File: src/rtl/regfile_arbiter_if.sv
// Master-side bus of the register-file arbiter: per-master request fields
// packed by master index, plus the shared response returned to the grantee.
interface regfile_arbiter_if #(
  parameter int NUM_MASTERS = 4
);
  logic [NUM_MASTERS-1:0]       req;
  logic [NUM_MASTERS-1:0]       req_write;
  logic [NUM_MASTERS-1:0][31:0] req_addr;
  logic [NUM_MASTERS-1:0][31:0] req_wdata;
  logic [NUM_MASTERS-1:0]       ack;
  logic [31:0]                  rdata;
  logic                         err;
  logic                         busy;

  modport master (
    output req, req_write, req_addr, req_wdata,
    input  ack, rdata, err, busy
  );

  modport slave (
    input  req, req_write, req_addr, req_wdata,
    output ack, rdata, err, busy
  );
endinterface

File: src/rtl/regfile_arbiter.sv
// Round-robin arbiter sharing one register file among NUM_MASTERS requesters.
// Each transaction walks IDLE -> ISSUE -> (READ_WAIT) -> RESP, or IDLE -> RESP on a bad address.
module regfile_arbiter #(
  parameter int NUM_MASTERS = 4,
  parameter int RF_DEPTH    = 32
) (
  input  logic        clk,
  input  logic        rst_n,
  regfile_arbiter_if.slave bus,
  output logic [31:0] rf_address_o,
  output logic [31:0] rf_data_write_o,
  output logic        rf_write_o,
  output logic        rf_exec_o,
  input  logic [31:0] rf_data_read_i
);

  localparam int IDXW = (NUM_MASTERS > 1) ? $clog2(NUM_MASTERS) : 1;
  localparam logic [IDXW:0] NM = (IDXW+1)'(NUM_MASTERS);

  typedef enum logic [1:0] {IDLE, ISSUE, READ_WAIT, RESP} state_e;

  state_e            state_q, state_d;
  logic [IDXW-1:0]   lastGrant_q, lastGrant_d;
  logic [IDXW-1:0]   grant_q, grant_d;
  logic              write_q, write_d;
  logic              err_q, err_d;
  logic [31:0]       rdata_q, rdata_d;
  logic [31:0]       rfAddr_q, rfAddr_d;
  logic [31:0]       rfWdata_q, rfWdata_d;

  logic              found;
  logic [IDXW-1:0]   pick;
  logic [IDXW:0]     cand;
  logic              addrErr;

  // Search from the master after the last grantee, wrapping modulo NUM_MASTERS.
  always_comb begin
    found = 1'b0;
    pick  = lastGrant_q;
    cand  = '0;
    for (int k = 1; k <= NUM_MASTERS; k++) begin
      cand = {1'b0, lastGrant_q} + (IDXW+1)'(k);
      if (cand >= NM) cand = cand - NM;
      if (!found && bus.req[cand[IDXW-1:0]]) begin
        found = 1'b1;
        pick  = cand[IDXW-1:0];
      end
    end
  end

  assign addrErr = (bus.req_addr[pick] >= 32'(RF_DEPTH));

  always_comb begin
    state_d = state_q;
    case (state_q)
      IDLE:      if (found) state_d = addrErr ? RESP : ISSUE;
      ISSUE:     state_d = write_q ? RESP : READ_WAIT;
      READ_WAIT: state_d = RESP;
      RESP:      state_d = IDLE;
      default:   state_d = IDLE;
    endcase
  end

  // Bad addresses never reach the RF pins, so those keep their previous value.
  always_comb begin
    lastGrant_d = lastGrant_q;
    grant_d     = grant_q;
    write_d     = write_q;
    err_d       = err_q;
    rdata_d     = rdata_q;
    rfAddr_d    = rfAddr_q;
    rfWdata_d   = rfWdata_q;
    if (state_q == IDLE && found) begin
      grant_d     = pick;
      lastGrant_d = pick;
      write_d     = bus.req_write[pick];
      err_d       = addrErr;
      if (!addrErr) begin
        rfAddr_d  = bus.req_addr[pick];
        rfWdata_d = bus.req_wdata[pick];
      end
    end
    if (state_q == READ_WAIT) rdata_d = rf_data_read_i;
  end

  always_ff @(posedge clk or negedge rst_n) begin
    if (!rst_n) begin
      state_q     <= IDLE;
      lastGrant_q <= IDXW'(NUM_MASTERS - 1);
      grant_q     <= '0;
      write_q     <= 1'b0;
      err_q       <= 1'b0;
      rdata_q     <= '0;
      rfAddr_q    <= '0;
      rfWdata_q   <= '0;
    end else begin
      state_q     <= state_d;
      lastGrant_q <= lastGrant_d;
      grant_q     <= grant_d;
      write_q     <= write_d;
      err_q       <= err_d;
      rdata_q     <= rdata_d;
      rfAddr_q    <= rfAddr_d;
      rfWdata_q   <= rfWdata_d;
    end
  end

  always_comb begin
    bus.ack = '0;
    if (state_q == RESP) bus.ack[grant_q] = 1'b1;
    bus.err         = (state_q == RESP) && err_q;
    bus.rdata       = rdata_q;
    bus.busy        = (state_q != IDLE);
    rf_exec_o       = (state_q == ISSUE);
    rf_write_o      = (state_q == ISSUE) && write_q;
    rf_address_o    = rfAddr_q;
    rf_data_write_o = rfWdata_q;
  end

endmodule

File: src/flat_wrapper.sv
// flat-port wrapper written by rule: the top's interface ports become plain ports
module regfile_arbiter_flat 
#(
  parameter int NUM_MASTERS = 4,
  parameter int RF_DEPTH    = 32
)
  (clk, rst_n, rf_address_o, rf_data_write_o, rf_write_o, rf_exec_o, rf_data_read_i, bus_req, bus_req_write, bus_req_addr, bus_req_wdata, bus_ack, bus_rdata, bus_err, bus_busy);
  regfile_arbiter_if #(.NUM_MASTERS(NUM_MASTERS)) bus_i ();
  input  logic clk;
  input  logic rst_n;
  output logic [31:0] rf_address_o;
  output logic [31:0] rf_data_write_o;
  output logic rf_write_o;
  output logic rf_exec_o;
  input  logic [31:0] rf_data_read_i;
  input wire logic [$bits(bus_i.req)-1:0] bus_req;
  input wire logic [$bits(bus_i.req_write)-1:0] bus_req_write;
  input wire logic [$bits(bus_i.req_addr)-1:0] bus_req_addr;
  input wire logic [$bits(bus_i.req_wdata)-1:0] bus_req_wdata;
  output wire logic [$bits(bus_i.ack)-1:0] bus_ack;
  output wire logic [$bits(bus_i.rdata)-1:0] bus_rdata;
  output wire logic [$bits(bus_i.err)-1:0] bus_err;
  output wire logic [$bits(bus_i.busy)-1:0] bus_busy;
  assign bus_i.req = bus_req;
  assign bus_i.req_write = bus_req_write;
  assign bus_i.req_addr = bus_req_addr;
  assign bus_i.req_wdata = bus_req_wdata;
  assign bus_ack = bus_i.ack;
  assign bus_rdata = bus_i.rdata;
  assign bus_err = bus_i.err;
  assign bus_busy = bus_i.busy;
  regfile_arbiter #(.NUM_MASTERS(NUM_MASTERS), .RF_DEPTH(RF_DEPTH)) u_core (.clk(clk), .rst_n(rst_n), .bus(bus_i), .rf_address_o(rf_address_o), .rf_data_write_o(rf_data_write_o), .rf_write_o(rf_write_o), .rf_exec_o(rf_exec_o), .rf_data_read_i(rf_data_read_i));
endmodule
File: config.mk
export PLATFORM = sky130hd
export DESIGN_NAME = regfile_arbiter_flat
export DESIGN_NICKNAME = d
export VERILOG_FILES = /design/src/rtl/regfile_arbiter_if.sv /design/src/rtl/regfile_arbiter.sv /design/src/flat_wrapper.sv
export SDC_FILE = /design/constraint.sdc
export NUM_CORES = 1
export LEC_CHECK = 0
export ABC_AREA = 1
export CAP_MARGIN = 20
export CORE_AREA = 8 8 150 152
export CTS_BUF_LIST = sky130_fd_sc_hd__clkbuf_2 sky130_fd_sc_hd__clkbuf_4 sky130_fd_sc_hd__clkbuf_8
export DETAILED_ROUTE_END_ITERATION = 8
export DIE_AREA = 0 0 158 160
export DONT_BUFFER_PORTS = 1
export HOLD_SLACK_MARGIN = 0.15
export MAX_ROUTING_LAYER = met4
export PLACE_DENSITY = 0.45
export RECOVER_POWER = 25
export SLEW_MARGIN = 5
export SYNTH_ARGS = -nofsm -noshare
export SYNTH_HDL_FRONTEND = slang
export SYNTH_SLANG_ARGS = --single-unit
File: constraint.sdc
create_clock -name clk -period 2.87 [get_ports clk]
set_input_delay 0.4305 -clock clk [delete_from_list [all_inputs] [get_ports clk]]
set_output_delay 0.4305 -clock clk [all_outputs]
set_load 0.01 [all_outputs]
Word-level counts from Yosys, hierarchy flattened
Index checks and enable logic that the tools add are counted.
{"block": "classes", "add_sub_neg": 8, "order_cmp": 12, "eq_ne": 4, "mux": 33, "bitwise": 1, "reduce_logical": 13}
{"cell": "binary-select mux 32 bit (select 2 bit)", "count": 2}
{"cell": "2-to-1 mux 32 bit", "count": 2}
{"cell": ">= comparator 32 x 6 -> 1 bit, second input constant", "count": 1}
{"cell": "2-to-1 mux 2 bit", "count": 10}
{"cell": "less-than comparator 2 x 3 -> 1 bit, second input constant", "count": 6}
{"cell": ">= comparator 3 bit, second input constant", "count": 4}
{"cell": "2-to-1 mux 1 bit", "count": 11}
{"cell": "binary-select mux 1 bit (select 2 bit)", "count": 5}
{"cell": "case mux 2 bit (4 select lines)", "count": 1}
{"cell": "subtractor 2 x 1 -> 2 bit, second input constant", "count": 4}
{"cell": "logical AND 1 bit", "count": 7}
{"cell": "adder 2 x 2 -> 3 bit, second input constant", "count": 2}
{"cell": "== test 2 bit, second input constant", "count": 2}
{"cell": "2-to-1 mux 4 bit", "count": 1}
{"cell": "adder 2 x 1 -> 3 bit, second input constant", "count": 1}
{"cell": "adder 2 x 3 -> 3 bit, second input constant", "count": 1}
{"cell": "logical NOT 1 bit", "count": 3}
{"cell": "demux 1 bit (select 2 bit)", "count": 1}
{"cell": "== test 2 x 1 -> 1 bit, second input constant", "count": 1}
{"cell": ">= comparator 2 x 1 -> 1 bit, second input constant", "count": 1}
{"cell": "logical NOT 2 bit", "count": 1}
{"cell": "!= test 2 x 1 -> 1 bit, second input constant", "count": 1}
{"cell": "AND reduction 2 bit", "count": 1}
{"cell": "nonzero test 2 bit", "count": 1}
{"cell": "NOT 1 bit", "count": 1}
{"block": "word_totals", "ff_bits": 104, "input_bits": 298, "output_inout_bits": 104, "wordCells": 79}

Longest topological paths before layout
Gate-level depths: netlist of the first run.
{"block": "logic_depth", "ltp_word": 21, "ltp_mapped": 25}

Least setup slack after synthesis of the first run
OpenSTA, ideal clock, no wires.
{"block": "synth_path", "path_type": "register to register", "start": "register u_core.lastGrant_q[0]", "end": "register u_core.rfWdata_q[10] (netlist: u_core.rf_data_write_o[10])", "setup_time_ns": 0.117, "t_arrival_ns": 2.452, "path_slack_ns": 0.301, "path_stages_with_launch": 24, "n_path_buf": 4, "cell_sequence": "dfstp_2 inv_2 buf_6 nand2_1 nand2_2 nand2_2 nand2_2 inv_2 nand3_1 nand2_1 nand2_2 buf_4 nand2_1 nand3_1 nand2_1 nand2_1 nor2_1 nand2_1 nor2_2 nand3_2 buf_6 buf_6 nand2_1 nand2_1"}
{"block": "synth_via", "elab_chain_cells": 20, "elab_cells_between_ends": 46, "cone_classes": "add/sub: 8; order compare: 5; mux: 24; bitwise: 1; reduce/logical: 8"}
{"item": "start: declaration", "line_no": "regfile_arbiter.sv:23", "source": "logic [IDXW-1:0] lastGrant_q, lastGrant_d;"}
{"item": "start signal: assignment", "line_no": "regfile_arbiter.sv:89", "source": "lastGrant_q <= IDXW'(NUM_MASTERS - 1);"}
{"item": "start signal: assignment", "line_no": "regfile_arbiter.sv:98", "source": "lastGrant_q <= lastGrant_d;"}
{"item": "adder 2 x 1 -> 3 bit", "line_no": "regfile_arbiter.sv:42", "source": "cand = {1'b0, lastGrant_q} + (IDXW+1)'(k);"}
{"item": ">= comparator 3 bit / subtractor 2 x 1 -> 2 bit (equally long branches)", "line_no": "regfile_arbiter.sv:43", "source": "if (cand >= NM) cand = cand - NM;"}
{"item": "2-to-1 mux 2 bit", "line_no": "regfile_arbiter.sv:43"}
{"item": "binary-select mux 1 bit (select 2 bit)", "line_no": "regfile_arbiter.sv:44", "source": "if (!found && bus.req[cand[IDXW-1:0]]) begin"}
{"item": "2-to-1 mux 1 bit (implied by the code)", "line_no": "regfile_arbiter.sv:44"}
{"item": "2-to-1 mux 1 bit", "line_no": "regfile_arbiter.sv:44"}
{"item": "logical NOT 1 bit", "line_no": "regfile_arbiter.sv:44"}
{"item": "logical AND 1 bit", "line_no": "regfile_arbiter.sv:44"}
{"item": "[4 not listed]"}
{"item": "logical NOT 1 bit", "line_no": "regfile_arbiter.sv:44"}
{"item": "logical AND 1 bit", "line_no": "regfile_arbiter.sv:44"}
{"item": "2-to-1 mux 2 bit", "line_no": "regfile_arbiter.sv:44"}
{"item": "binary-select mux 32 bit (select 2 bit)", "line_no": "regfile_arbiter.sv:51", "source": "assign addrErr = (bus.req_addr[pick] >= 32'(RF_DEPTH));"}
{"item": "2-to-1 mux 32 bit (implied by the code)", "line_no": "regfile_arbiter.sv:51"}
{"item": ">= comparator 32 x 6 -> 1 bit", "line_no": "regfile_arbiter.sv:51"}
{"item": "NOT 1 bit (no line)"}
{"item": "AND reduction 2 bit (no line)"}
{"item": "end signal: assignment", "line_no": "regfile_arbiter.sv:104", "source": "rfWdata_q <= rfWdata_d;"}
{"item": "end: declaration", "line_no": "regfile_arbiter.sv:29", "source": "logic [31:0] rfWdata_q, rfWdata_d;"}
Several ways; a longest one is shown, not always the timed one. The select of a mux whose other input is x is not followed.
A chain may end at the register's enable or synchronous reset.

Worst setup path in the final report of the first run
{"block": "layout_path", "start": "register u_core.lastGrant_q[0]", "end": "register u_core.rfAddr_q[22] (netlist: u_core.rf_address_o[22])"}
{"block": "layout_via", "elab_chain_cells": 20, "elab_cells_between_ends": 44, "cone_classes": "add/sub: 8; order compare: 5; mux: 22; bitwise: 1; reduce/logical: 8"}
{"item": "adder 2 x 1 -> 3 bit", "line_no": "regfile_arbiter.sv:42"}
{"item": ">= comparator 3 bit / subtractor 2 x 1 -> 2 bit (equally long branches)", "line_no": "regfile_arbiter.sv:43"}
{"item": "2-to-1 mux 2 bit", "line_no": "regfile_arbiter.sv:43"}
{"item": "binary-select mux 1 bit (select 2 bit)", "line_no": "regfile_arbiter.sv:44"}
{"item": "2-to-1 mux 1 bit (implied by the code)", "line_no": "regfile_arbiter.sv:44"}
{"item": "2-to-1 mux 1 bit", "line_no": "regfile_arbiter.sv:44"}
{"item": "logical NOT 1 bit", "line_no": "regfile_arbiter.sv:44"}
{"item": "logical AND 1 bit", "line_no": "regfile_arbiter.sv:44"}
{"item": "[4 not listed]"}
{"item": "logical NOT 1 bit", "line_no": "regfile_arbiter.sv:44"}
{"item": "logical AND 1 bit", "line_no": "regfile_arbiter.sv:44"}
{"item": "2-to-1 mux 2 bit", "line_no": "regfile_arbiter.sv:44"}
{"item": "binary-select mux 32 bit (select 2 bit)", "line_no": "regfile_arbiter.sv:51, regfile_arbiter.sv:79"}
{"item": "2-to-1 mux 32 bit (implied by the code)", "line_no": "regfile_arbiter.sv:51, regfile_arbiter.sv:79"}
{"item": ">= comparator 32 x 6 -> 1 bit", "line_no": "regfile_arbiter.sv:51"}
{"item": "NOT 1 bit (no line)"}
{"item": "AND reduction 2 bit (no line)"}
{"item": "end signal: assignment", "line_no": "regfile_arbiter.sv:103", "source": "rfAddr_q <= rfAddr_d;"}
{"item": "end: declaration", "line_no": "regfile_arbiter.sv:28", "source": "logic [31:0] rfAddr_q, rfAddr_d;"}
Several ways; a longest one is shown, not always the timed one. The select of a mux whose other input is x is not followed.

==> results.sh, run 1 <==
export IMPL_status="finished, violations left"
export IMPL_violations="setup timing"
export IMPL_met1_length_mm=10.5
export IMPL_highest_layer="met4"
export IMPL_route_detailed_drc=0
export IMPL_ys_seq_area_share_pct=39.3
export IMPL_synthesis_area_mm2=0.00663
export IMPL_drive_gt1_share_pct=21.1
export IMPL_synth_nets=1254
export IMPL_timing_final_ws_setup_ns=-0.184
export IMPL_die_h_um=160
export IMPL_setup_worst_path_end_class="flop"
export IMPL_grt_setup_unrepaired="true"
export IMPL_maxCapViolCount=0
export IMPL_worstPathCellList="inv_4, nand2_2, nand2_4, nand2_4, nand2_4, buf_4, nor2_4, nand3_2, nand2_4, buf_12, buf_12, nand3_1, nand2_2, nand2_1, nor2_1, nand2_1, nor2_4, nand3_4, inv_4, bufbuf_16, nor2_1"
export IMPL_grt_overflow=0
export IMPL_synth_cells=951
export IMPL_crit_buf_inv=6
export IMPL_vias_per_cell=5.20
export IMPL_die_area_mm2=0.0253
export IMPL_critical_path_max_stage_delay_ns=0.63
export IMPL_drtIter0Drc=420
export IMPL_worstMarginPinSlew_ns=1.48
export IMPL_htreeDepth=3
export IMPL_core_area_mm2=0.0200
export IMPL_crit_slowest_cell="dfstp_2"
export IMPL_worstPathArrival_ns=3.36
export IMPL_layout_commonest_cell="nand2_1"
export IMPL_final_area_mm2=0.00819
export IMPL_synth_seq_cells=104
export IMPL_finalHoldViolations=0
export IMPL_cts_num_sinks=104
export IMPL_gp_congestion=0.826
export IMPL_crit_top_cell="nand2_4"
export IMPL_ys_warn_count=0
export IMPL_cp_max_fo=14
export IMPL_dieWidth_um=158
export IMPL_ff2ff_path_depth=21
export IMPL_nets=1297
export IMPL_cts_buffers=9
export IMPL_critPathTopFamily="simple AND/OR/NAND/NOR gates"
export IMPL_switching_share_pct=51.8
export IMPL_cp_num_cells=21
export IMPL_track_usage_pct=21.1
export IMPL_wl_mm=27.3
export IMPL_firstDrtPassIters=5
export IMPL_areaGrowthSynthToFinish_pct=23.5
export IMPL_slew_headroom_pct=1.53
export IMPL_wl_met3_mm=2.47
export IMPL_cts_max_path_buffers=2
export IMPL_p_int_mw=6.76
export IMPL_cp_required_ns=3.17
export IMPL_antennaDiodeCount=0
export IMPL_clk_pin_slew_ns=0.13
export IMPL_grt_pass1_vias=6705
export IMPL_clock_fmax_mhz=327
export IMPL_period_needed_ns=3.05
export IMPL_antenna_found_initial=1
export IMPL_io_buffers=0
export IMPL_wl_per_cell_um=21.5
export IMPL_p_leak_nw=4.07
export IMPL_grt_max_degree=105
export IMPL_num_vias=6598
export IMPL_dpl_hpwl_mm=20.2
export IMPL_skew_ns=0.0158
export IMPL_p_clk_share_pct=6.9
export IMPL_yosysUniqueCellTypes=28
export IMPL_finalPower_mw=14.0
export IMPL_setup_tns_ns=-9.38
export IMPL_holdPathStages=1
export IMPL_layout_common_cells="278 x nand2_1, 119 x nor2_1, 102 x dfrtp_1"
export IMPL_hold_class="input pin to flop"
export IMPL_min_period_over_period_pct=106
export IMPL_io_pins=402
export IMPL_grt_pass1_wl_mm=39.8
export IMPL_drv_slew=0
export IMPL_ir_drop_uv=1120
export IMPL_cts_tree="built"
export IMPL_power_density_mw_per_mm2=1710
export IMPL_initial_utilization_pct=33.1
export IMPL_avgSynthCellArea_um2=6.97
export IMPL_finalSetupViolCount=66
export IMPL_final_util_pct=40.9
export IMPL_final_antenna_net_count=0
export IMPL_place_area_mm2=0.00712
export IMPL_fill_cells=2134
export IMPL_cts_root_buf="clkbuf_8"
export IMPL_pwr_share_comb_pct=78.1
export IMPL_dr_wl_met2_mm=13.8
export IMPL_critPathLaunchType="flop"
export IMPL_fp_row_count=52
export IMPL_seq_power_share_pct=15.0
export IMPL_p_sw_mw=7.28
export IMPL_critPathKind="flop to flop"
export IMPL_clk_latency_ns=0.39
power by group through the flow:
stage	clock network (mW)	logic [mW]	registers (mW)
detailed placement	0	8.62	2.16
CTS	1.02	10.5	2.13
floorplan	0	6.07	2.05
global route	1.09	12.1	2.17
finish	0.970	11.0	2.11
global placement	0	8.62	2.15
synthesized netlist by cell type:
library cell | instances | area (um2)
buf_4 | 6 | 45.0
dfstp_2 | 2 | 52.6
nand2_1 | 303 | 1140
o22ai_1 | 38 | 238
buf_1 | 5 | 18.8
mux2_2 | 32 | 360
nand4_1 | 1 | 6.26
nand3b_1 | 2 | 15.0
nand2_4 | 1 | 11.3
a21oi_1 | 4 | 20.0
buf_6 | 12 | 135
nor2_8 | 1 | 20.0
inv_2 | 6 | 22.5
inv_1 | 52 | 195
ha_1 | 5 | 62.6
nor2_2 | 3 | 18.8
dfrtp_1 | 102 | 2550
nand3_1 | 102 | 510
a31oi_1 | 1 | 6.26
nor2_1 | 125 | 469
nand2_2 | 10 | 62.6
o21ai_0 | 87 | 435
o21ai_1 | 4 | 20.0
nand3_2 | 2 | 20.0
or2_0 | 1 | 6.26
buf_2 | 16 | 80.1
clkbuf_1 | 24 | 90.1
nor3_1 | 4 | 20.0
cell type report:
cell class / instances / area [um2] / share of cell area, %
Sequential cell: 104 / 2610 / 31.8
Tap cell: 270 / 338 / 4.12
Multi-Input combinational cell: 728 / 3720 / 45.4
Clock buffer: 9 / 124 / 1.51
Clock inverter: 7 / 91.3 / 1.11
Inverter: 58 / 228 / 2.78
Timing Repair Buffer: 93 / 1090 / 13.3
cells by family (layout without fill, tap and decap cells):
| kind of cell | count (synthesis) | count (layout) | share of synthesized area (%) |
|---|---|---|---|
| AND/OR/NAND/NOR | 555 | 557 | 34.6 |
| AO/OA/AOI/OAI | 134 | 134 | 10.8 |
| buffers and inverters | 121 | 167 | 8.85 |
| flip-flops | 104 | 104 | 39.3 |
| multiplexers | 32 | 32 | 5.43 |
| adder cells (fa/ha/maj) | 5 | 5 | 0.943 |
final timing paths:
kind / slack [ns] / end / startpoint
setup / recovery: -0.18 / u_core.rf_address_o[22]$_DFFE_PN0P_ / u_core.lastGrant_q[0]$_DFFE_PN1P_
hold / removal: 0.19 / u_core.bus.rdata[3]$_DFFE_PN0N_ / rf_data_read_i[3]
setup reg to reg: -0.18 / u_core.rf_address_o[22]$_DFFE_PN0P_ / u_core.lastGrant_q[0]$_DFFE_PN1P_
hold reg to reg: 0.52 / u_core.write_q$_DFFE_PN0P_ / u_core.write_q$_DFFE_PN0P_
max in group asynchronous: 1.00 / u_core.rf_data_write_o[21]$_DFFE_PN0P_ / rst_n
min in group asynchronous: 0.92 / u_core.rf_address_o[12]$_DFFE_PN0P_ / rst_n
metrics by stage:
stage	std cells	setup slack [ns]	hold WS, ns
final	1269	-0.184	0.190
after global routing	1269	-0.382	0.153
after CTS	1262	-0.156	0.151
after detailed placement	1214	-0.165	0.138
after global placement	1214	-0.149	0.138
after floorplan	951	0.301	0.135
registers in the layout, indices dropped and copies added (netlist names):
name	flops
u_core.rf_address_o	32
u_core.state_q	2
u_core.lastGrant_q	2
u_core.err_q	1
u_core.grant_q	2
u_core.rf_data_write_o	32
u_core.write_q	1
u_core.bus.rdata	32
layer usage:
metal | vias to the layer above | global-route usage (%)
met5 | - | -
met3 | 31 | 5.88
li1 | 3175 | -
met4 | 0 | 5.96
met1 | 3063 | 23.2
met2 | 329 | 36.5
repair_timing:
item | 4_1_cts | 5_1_grt
endpoints found under the hold margin | 104 | 1
pin swaps | 7 | 11
hold buffers | 2 | 1
setup buffers | 19 | 4
setup endpoints to repair | 65 | 66
resized for setup | 70 | 25
cloned | 11 | 2
Note: power is estimated with default switching activity, not from simulation.
==> run 2, diff against run 1 <==
Settings changed: CTS_CLUSTER_SIZE set to 40.
==> results of run 2 <==
Same layout as run 1: the final DEF is identical, and so are final timing and power.
==> run 3, diff against run 2 <==
Settings changed: TNS_END_PERCENT set to 30.
==> run 3 against run 2 <==
The run still ends with setup timing left; critical path depth did not move; flip-flop and latch count stayed put; clock skew shrank 0.0011 ns; sequential share of layout area is 0.28 points higher; worst setup slack improved by 0.018 ns; global-route usage unchanged; critical endpoint unchanged; largest cell class unchanged; highest routed layer unchanged.
==> results.sh, run 3 (synthesized netlist as in run 1, its figures left out) <==
export IMPL_status="finished, violations left"
export IMPL_violations="setup timing"
export IMPL_grt_setup_unrepaired="true"
export IMPL_drtIter0Drc=403
export IMPL_hp_start="rf_data_read_i[3]"
export IMPL_gp_congestion=0.826
export IMPL_pre_cts_ws_ns=-0.165
export IMPL_stdcell_count=1265
export IMPL_place_area_mm2=0.00712
export IMPL_wl_mm=27.2
export IMPL_areaGrowthSynthToFinish_pct=22.5
export IMPL_die_area_mm2=0.0253
export IMPL_antenna_found_initial=1
export IMPL_timing_final_ws_setup_ns=-0.166
export IMPL_dp_cells=1214
export IMPL_cts_num_sinks=104
export IMPL_setup_worst_path_end_class="flop"
export IMPL_maxCapViolCount=0
export IMPL_die_h_um=160
export IMPL_clk_pin_slew_ns=0.13
export IMPL_cts_max_path_buffers=2
export IMPL_num_vias=6628
export IMPL_io_buffers=0
export IMPL_wl_per_cell_um=21.5
export IMPL_core_area_mm2=0.0200
export IMPL_worstMarginPinSlew_ns=1.47
export IMPL_cts_root_buf="clkbuf_8"
export IMPL_layout_common_cells="279 x nand2_1, 119 x nor2_1, 102 x dfrtp_1"
export IMPL_io_pins=402
export IMPL_critPathLaunchType="flop"
export IMPL_slew_headroom_pct=1.89
export IMPL_critPathKind="flop to flop"
export IMPL_grt_pass1_wl_mm=39.8
export IMPL_clk_latency_ns=0.39
export IMPL_min_period_over_period_pct=106
export IMPL_ir_drop_uv=1030
export IMPL_route_detailed_drc=0
export IMPL_drv_slew=0
export IMPL_r2r_start="u_core.lastGrant_q[0]$_DFFE_PN1P_"
export IMPL_dieWidth_um=158
export IMPL_period_needed_ns=3.04
export IMPL_track_usage_pct=21.1
export IMPL_startpoint="u_core.lastGrant_q[0]$_DFFE_PN1P_"
export IMPL_skew_ns=0.0147
export IMPL_regArea_mm2=0.00261
export IMPL_clock_fmax_mhz=329
export IMPL_multi_input_area_mm2=0.00372
export IMPL_dpl_hpwl_mm=20.2
export IMPL_finalPower_mw=13.8
export IMPL_initial_utilization_pct=33.1
export IMPL_grt_pass1_vias=6711
export IMPL_hold_class="input pin to flop"
export IMPL_htreeDepth=3
export IMPL_nets=1293
export IMPL_vias_per_cell=5.24
export IMPL_cts_buffers=9
export IMPL_grt_max_degree=105
export IMPL_fp_row_count=52
export IMPL_firstDrtPassIters=4
export IMPL_final_area_mm2=0.00812
export IMPL_setup_tns_ns=-8.11
export IMPL_power_density_mw_per_mm2=1690
export IMPL_fill_cells=2147
export IMPL_final_antenna_net_count=0
export IMPL_grt_overflow=0
export IMPL_layout_commonest_cell="nand2_1"
export IMPL_drive_gt1_share_pct=21.0
export IMPL_p_leak_nw=4.03
export IMPL_worstPathArrival_ns=3.34
export IMPL_cp_required_ns=3.17
export IMPL_cp_max_fo=14
export IMPL_antennaDiodeCount=0
export IMPL_cts_tree="built"
export IMPL_finalSetupViolCount=66
export IMPL_finalHoldViolations=0
[run 3: changes by cell type in the layout (fill, tap and decap cells not counted), sizes merged]
cell and change:
buf -2, clkbuf -2
[run 3: path summary, 6_finish.rpt]
kind / to / slack (ns) / depth (start not counted)
setup / recovery: u_core.rf_address_o[22]$_DFFE_PN0P_ / -0.17 / 21
hold / removal: u_core.bus.rdata[3]$_DFFE_PN0N_ / 0.19 / 1
setup reg to reg: u_core.rf_address_o[22]$_DFFE_PN0P_ / -0.17 / 21
hold reg to reg: u_core.write_q$_DFFE_PN0P_ / 0.51 / 2
max in group asynchronous: u_core.rf_data_write_o[21]$_DFFE_PN0P_ / 1.00 / 2
min in group asynchronous: u_core.rf_address_o[12]$_DFFE_PN0P_ / 0.92 / 2
[run 3: what timing repair did]
item,CTS,global route
hold buffers,2,1
pin swaps,7,17
gates resized for setup,70,23
cloned,11,0
hold endpoints to repair,104,1
setup buffers,19,2
endpoints found under the setup margin,65,66
[run 3: cell type report]
class,count,share of cell area [%]
clock buffer,9,1.53
sequential,104,32.1
inverter,58,2.80
clock inverter,7,1.12
multi-input combinational,728,45.8
tap,270,4.16
timing repair buffer,89,12.5
[run 3: worst max-delay path: stages, from the launching register on]
cell and delay (ns):
dfstp_2 0.62, inv_4 0.07, nand2_2 0.06, nand2_2 0.08
nand2_4 0.10, nand2_4 0.08, buf_4 0.14, nor2_4 0.15
nand3_2 0.12, nand2_4 0.11, buf_12 0.13, buf_12 0.12
nand3_1 0.11, nand2_2 0.11, nand2_1 0.07, nor2_1 0.10
nand2_1 0.09, nor2_4 0.12, nand3_4 0.12, inv_4 0.11
bufbuf_16 0.28, nor2_1 0.04
[run 3: metrics by stage]
step / hold slack, ns / util, %
after global placement: 0.138 / 35.5
after CTS: 0.151 / 40.1
after detailed placement: 0.138 / 35.5
after floorplan: 0.135 / -
final: 0.191 / 40.5
after global routing: 0.153 / 40.5
[run 3: power breakdown]
group          switching, mW  total [mW]  internal (mW)
logic                   6.26        10.7           4.43
registers              0.347        2.11           1.76
clock network          0.609       0.967          0.359
[run 3: per-layer routing]
layer	vias to the layer above	part of all wire, %	track usage [%]
met2	329	50	36.5
met3	31	9.3	5.88
met1	3096	38	23.2
li1	3172	-	-
met4	0	2.2	5.96
met5	-	0	-
